[src/rtl/fazyrv_rf_pkg.sv]
// Shared types and helpers for the gated logic-based FazyRV register file.
package fazyrv_rf_pkg;

  localparam int unsigned XLEN_DEF = 32;

  typedef enum logic [0:0] {
    RF_IDLE = 1'b0,
    RF_ROT  = 1'b1
  } rf_state_e;

  function automatic int unsigned nchunk(input int unsigned xlen, input int unsigned chunksize);
    return xlen / chunksize;
  endfunction

endpackage

[src/rtl/fazyrv_rf_word.sv]
// One register stored LSB-first as a chunk-wide shift register with a parallel read port.
module fazyrv_rf_word
  import fazyrv_rf_pkg::*;
#(
  parameter int unsigned XLEN      = XLEN_DEF,
  parameter int unsigned CHUNKSIZE = 2
) (
  input  logic                 clk_i,
  input  logic                 rst_in,
  input  logic                 shft_i,
  input  logic [CHUNKSIZE-1:0] din_i,
  output logic [CHUNKSIZE-1:0] dout_o,
  output logic [XLEN-1:0]      word_o
);

  logic [XLEN-1:0] word_q, word_d;

  // New data enters at the top; the low chunk is always the one on the output.
  always_comb begin
    word_d = word_q;
    if (shft_i) begin
      word_d = {din_i, word_q[XLEN-1:CHUNKSIZE]};
    end
  end

  always_ff @(posedge clk_i or negedge rst_in) begin
    if (!rst_in) begin
      word_q <= '0;
    end else begin
      word_q <= word_d;
    end
  end

  assign dout_o = word_q[CHUNKSIZE-1:0];
  assign word_o = word_q;

endmodule

[src/rtl/fazyrv_rf_lut_gated.sv]
// Logic-based register file: only registers named by the latched rs1/rs2/rd rotate,
// a rotation FSM enforces whole-word rotations, and an idle debug port reads full words.
module fazyrv_rf_lut_gated
  import fazyrv_rf_pkg::*;
#(
  parameter int unsigned CHUNKSIZE = 2,
  parameter int unsigned NR_REGS   = 32,
  parameter int unsigned XLEN      = XLEN_DEF
) (
  input  logic                 clk_i,
  input  logic                 rst_in,
  input  logic                 start_i,
  input  logic                 shft_i,
  input  logic [4:0]           rs1_i,
  input  logic [4:0]           rs2_i,
  input  logic [4:0]           rd_i,
  input  logic                 we_i,
  input  logic [CHUNKSIZE-1:0] res_i,
  output logic [CHUNKSIZE-1:0] ra_o,
  output logic [CHUNKSIZE-1:0] rb_o,
  output logic                 busy_o,
  output logic                 done_o,
  input  logic                 dbg_req_i,
  input  logic [4:0]           dbg_addr_i,
  output logic                 dbg_ack_o,
  output logic [XLEN-1:0]      dbg_dat_o
);

  localparam int unsigned NCHUNK = nchunk(XLEN, CHUNKSIZE);
  localparam int unsigned CNT_W  = (NCHUNK > 1) ? $clog2(NCHUNK) : 1;
  localparam logic [CNT_W-1:0] CNT_LAST = CNT_W'(NCHUNK - 1);

  rf_state_e        state_q, state_d;
  logic [CNT_W-1:0] cnt_q, cnt_d;
  logic [4:0]       rs1_q, rs1_d, rs2_q, rs2_d, rd_q, rd_d;
  logic             done_q, done_d;
  logic             ack_q, ack_d;
  logic [XLEN-1:0]  dbg_dat_q, dbg_dat_d;

  logic [CHUNKSIZE-1:0] dout  [NR_REGS];
  logic [XLEN-1:0]      words [NR_REGS];
  logic                 rot_shift;
  logic [4:0]           ra_sel, rb_sel;
  logic [XLEN-1:0]      dbg_word;

  assign rot_shift = (state_q == RF_ROT) && shft_i;

  // x0 has no storage and reads as zero.
  assign dout[0]  = '0;
  assign words[0] = '0;

  for (genvar i = 1; i < NR_REGS; i++) begin : g_reg
    localparam logic [4:0] Addr = 5'(i);
    logic hit, wsel, shft;
    logic [CHUNKSIZE-1:0] din;

    // A register named by several operands still shifts only once per step.
    assign hit  = (rs1_q == Addr) || (rs2_q == Addr) || (rd_q == Addr);
    assign wsel = we_i && (rd_q == Addr);
    assign shft = rot_shift && hit;
    assign din  = wsel ? res_i : dout[i];

    fazyrv_rf_word #(
      .XLEN      (XLEN),
      .CHUNKSIZE (CHUNKSIZE)
    ) u_word (
      .clk_i  (clk_i),
      .rst_in (rst_in),
      .shft_i (shft),
      .din_i  (din),
      .dout_o (dout[i]),
      .word_o (words[i])
    );
  end

  // Operand read muxes; addresses beyond NR_REGS match nothing and read zero.
  always_comb begin
    ra_sel   = (state_q == RF_IDLE) ? rs1_i : rs1_q;
    rb_sel   = (state_q == RF_IDLE) ? rs2_i : rs2_q;
    ra_o     = '0;
    rb_o     = '0;
    dbg_word = '0;
    for (int i = 0; i < int'(NR_REGS); i++) begin
      if (ra_sel == 5'(i)) ra_o = dout[i];
      if (rb_sel == 5'(i)) rb_o = dout[i];
      if (dbg_addr_i == 5'(i)) dbg_word = words[i];
    end
  end

  always_comb begin
    state_d   = state_q;
    cnt_d     = cnt_q;
    rs1_d     = rs1_q;
    rs2_d     = rs2_q;
    rd_d      = rd_q;
    done_d    = 1'b0;
    ack_d     = 1'b0;
    dbg_dat_d = dbg_dat_q;
    unique case (state_q)
      RF_IDLE: begin
        // start wins over a simultaneous debug request.
        if (start_i) begin
          rs1_d   = rs1_i;
          rs2_d   = rs2_i;
          rd_d    = rd_i;
          cnt_d   = '0;
          state_d = RF_ROT;
        end else if (dbg_req_i) begin
          ack_d     = 1'b1;
          dbg_dat_d = dbg_word;
        end
      end
      RF_ROT: begin
        if (shft_i) begin
          if (cnt_q == CNT_LAST) begin
            cnt_d   = '0;
            state_d = RF_IDLE;
            done_d  = 1'b1;
          end else begin
            cnt_d = cnt_q + 1'b1;
          end
        end
      end
      default: state_d = RF_IDLE;
    endcase
  end

  always_ff @(posedge clk_i or negedge rst_in) begin
    if (!rst_in) begin
      state_q   <= RF_IDLE;
      cnt_q     <= '0;
      rs1_q     <= '0;
      rs2_q     <= '0;
      rd_q      <= '0;
      done_q    <= 1'b0;
      ack_q     <= 1'b0;
      dbg_dat_q <= '0;
    end else begin
      state_q   <= state_d;
      cnt_q     <= cnt_d;
      rs1_q     <= rs1_d;
      rs2_q     <= rs2_d;
      rd_q      <= rd_d;
      done_q    <= done_d;
      ack_q     <= ack_d;
      dbg_dat_q <= dbg_dat_d;
    end
  end

  assign busy_o    = (state_q == RF_ROT);
  assign done_o    = done_q;
  assign dbg_ack_o = ack_q;
  assign dbg_dat_o = dbg_dat_q;

endmodule

[config.mk]
export PLATFORM = sky130hd
export DESIGN_NAME = fazyrv_rf_lut_gated
export DESIGN_NICKNAME = d
export VERILOG_FILES = /design/src/rtl/fazyrv_rf_pkg.sv /design/src/rtl/fazyrv_rf_word.sv /design/src/rtl/fazyrv_rf_lut_gated.sv
export SDC_FILE = /design/constraint.sdc
export NUM_CORES = 2
export LEC_CHECK = 0
export BUFFER_PORTS_ARGS = -buffer_cell sky130_fd_sc_hd__buf_2
export CAP_MARGIN = 40
export CORE_UTILIZATION = 28
export CTS_BUF_LIST = sky130_fd_sc_hd__clkbuf_4 sky130_fd_sc_hd__clkbuf_8
export DETAILED_ROUTE_END_ITERATION = 12
export GPL_TIMING_DRIVEN = 0
export PLACE_DENSITY_LB_ADDON = 0.15
export SYNTH_ARGS = -nofsm -noshare
export SYNTH_HDL_FRONTEND = slang
export SYNTH_SLANG_ARGS = --single-unit
[constraint.sdc]
create_clock -name clk_i -period 2.1 [get_ports clk_i]
set_clock_uncertainty 0.05 [all_clocks]
set_input_delay 0 -clock clk_i [delete_from_list [all_inputs] [get_ports clk_i]]
set_output_delay 0 -clock clk_i [all_outputs]
set_load 0.01 [all_outputs]
==> results.md <==
- Synth Instances: 4262
- Clk buf depth: 3
- Final WS setup: -1.751 ns
- Clock power frac: 34.7%
- Post-route cell area: roughly 64000 um^2
- Starting Density: 28.24%
- Io pins: 67
- Largest net degree at the start of global routing: ~160
- Die ar.: between 150000 and 200000 um^2
- Finished Layout Cells: 7213
- Placed Cells: 6755
- Initial antenna violation count: 18
- Syn Area/Cell: 11.84 um^2
- Hold WC Path Type: in -> reg
- Clk sinks: 1046
- Iter 0 DRT Violations: 4847
- Switch Pwr: about 22000 uW
- Avg WL per Cell: 34.18 um
- Maxcap violations: 0
- Dominant synthesized flop cell: dfrtp_1
- Int Power: 39820 uW
- Placer Congestion: about 0.94
- Clk_lat worst skew: approximately 1 ns
- Net count, final: 4736
- Required time of the critical path: 2.05 ns
- Most frequent cells after synthesis: dfrtp_1, mux2_2, nand2_1
- Cts bufs inserted: 189
- Root Driver: clkbuf_8
- Final wirelength: 246600 um
- Share of cells above drive strength 1: 41.52%
- Synth top area share: 51.88%
- # H-tree levels: 4
- Critical path launch point type: flop
- Most common cell in the synthesized netlist: dfrtp_1
- Fmax: 0.2596 GHz
- Number of routed nets with antenna violations: 0
- VDD IR-drop max: 0.0007938 V
- Critical path arrival: between 3 and 4 ns
- Max Slew Vio Count: 0
- Die H: around 430 um
- Post-DP HPWL: 183700 um
- Distinct cell type count after synthesis: roughly 90
- Status: finished with violations
- Vias per inst: approximately 5.7
- Vias in the first global route: 40480
- Final setup vio count: around 1300
- DR DRC count: 0
- Area post-placement: 56740 um^2
- Grt total ovfl: 0
- Placement Rows: 155
- Syn. warnings: 0
- Synthesis-to-layout area growth: 27.11%
- CORE AREA: 178600 um^2
- Power Dens Cells: about 960 nW/um^2
- Cell Area, Synth: between 50000 and 60000 um^2
- Comb pwr share: 27.9%
- DRT Pass-1 Iters: 6
- Clock-pin slew on the worst setup and hold paths: 0.07 ns
- Synth area leaders: dfrtp_1, mux2_2, o21ai_0
- Post-synthesis sequential area ratio: 51.88%
- Port buffer count: between 60 and 70
- Switch share: a little over a third
- Final Cycle Share: 183.4%
- Vias: about 40000
- Ys async rst share: 100.0%
- GRT Util Overall: roughly a quarter
- Power share of the sequential group: 37.5%
- Relative slew slack: ~22%
- Area leader, netlist: dfrtp_1
- Crit-path max FO: 8
- First-pass GRT wire length: roughly 340000 um
- Final Hold Vio Count: 0
- Slew @ Worst Pin: 1.170 ns
- Yosys reg bits: between 1000 and 1500
- Die W: ~430 um
- Element type at the critical path end: output port
- Number of flops mapped to enable cells by yosys: 0
- Synthesized Nets: 4291
- Violated checks: negative setup slack
- Crit Path Class: reg -> out
- CTS tree: built
- Leak pwr: 0.03026 uW
- Tmin final: 3.851 ns
- RSZ-0062 raised after global routing: true
==> final timing paths <==
path	slack [ns]	start	to	cells after the start
worst max-delay path	-1.75	busy_o	ra_o[1]	10
worst min-delay path	0.15	rs1_i[3]	rs1_q[3]	3
worst max register to register	-0.89	g_reg[3].u_word.word_o[22]	dbg_dat_o[22]	8
worst min register to register	0.43	g_reg[1].u_word.word_o[13]	g_reg[1].u_word.word_o[11]	1
max in group asynchronous	-0.32	rst_in	g_reg[13].u_word.word_o[10]	15
min in group asynchronous	0.63	rst_in	g_reg[28].u_word.word_o[18]	13
==> metal layers <==
metal	vias to the layer above	global-route usage [%]	share of wire [%]
met5	-	0	0.0053
met4	2	11.98	5.0
met3	496	5.281	7.8
met2	1944	39.28	43
met1	21580	37.48	44
li1	16930	-	-
==> state kept, by name, indices dropped and copies added, names as in the netlist <==
signal / flops
g.u_word.word_o: 992
rd_q: 5
dbg_ack_o: 1
rs2_q: 5
done_o: 1
dbg_dat_o: 32
cnt_q: 4
busy_o: 1
rs1_q: 5
==> cell families (layout without fill, tap and decap cells) <==
| group | count (synthesis) | count (layout) | share of synthesized area, % |
|---|---|---|---|
| xor+xnor | 1 | 1 | 0.01736 |
| simple gates | 770 | 770 | 7.262 |
| flops | 1046 | 1046 | 51.88 |
| compound gates | 1039 | 1039 | 13.85 |
| fa+ha+maj | 1 | 1 | 0.02480 |
| other cells | 0 | 12 | 0 |
| buf+inv | 328 | 912 | 3.098 |
| mux | 1077 | 1077 | 23.86 |
==> power by group through the flow <==
stage	clock [uW]	combinational, uW	sequential, uW
floorplan	0	9170	22600
global placement	0	14500	23300
detailed placement	0	14700	23300
CTS	21800	16100	23000
global route	22700	17800	23200
finish	21400	17200	23100
==> per-stage QoR <==
stage	total power (uW)	setup TNS [ns]	hold slack (ns)	utilization [%]	worst slack, ns
5_1_grt	63660	-560.19	0.1215	35.89	-1.856
3_5_place_dp	37920	-746.26	-0.1995	31.77	-2.340
2_1_floorplan	31770	-22.27	-0.3456	-	-0.08124
6_report	61690	-459.64	0.1506	35.90	-1.751
3_3_place_gp	37770	-	0.1938	31.29	-23.93
4_1_cts	60940	-658.07	0.03713	35.23	-1.794
==> timing repair <==
item                        CTS  global route
resized for setup           289           199
hold buffers                 50             3
setup endpoints to repair  1048          1661
hold endpoints to repair    958           104
buffers inserted             31            34
cloned                        0             7
pin swaps                    62            59
==> layout by cell type, fill, tap and decap left out, types with 86 or more instances in the layout <==
cell / n
nand3_1: 89
buf_6: 114
mux2_2: 568
dfrtp_1: 1040
a21oi_1: 149
clkbuf_4: 86
buf_2: 136
nor2_1: 173
o22ai_1: 144
mux2_4: 396
nand2_1: 246
clkbuf_8: 232
o21ai_0: 199
mux2i_1: 100
buf_4: 116
==> area by class of cell <==
type / instances / area, um^2
fill: 17700 / 114500
sequential: 1046 / 26180
multi-input combinational: 2888 / 25920
clock buffer: 308 / 3757
tap: 2355 / 2947
timing repair buffer: 261 / 2532
buffer: 299 / 2317
clock inverter: 22 / 342.8
inverter: 22 / 91.34
antenna: 12 / 30.03
==> worst max-delay path, cell delays in order (launching register included) <==
cell      delay, ns
dfrtp_1        0.39
buf_6          0.15
and3b_4        0.19
or2_0          0.22
buf_4          0.17
a222oi_1       0.43
o221ai_1       0.16
or4b_1         0.55
nand3b_1       0.19
a32oi_4        0.14
buf_6          0.19
(Power assumes the default switching activity.)
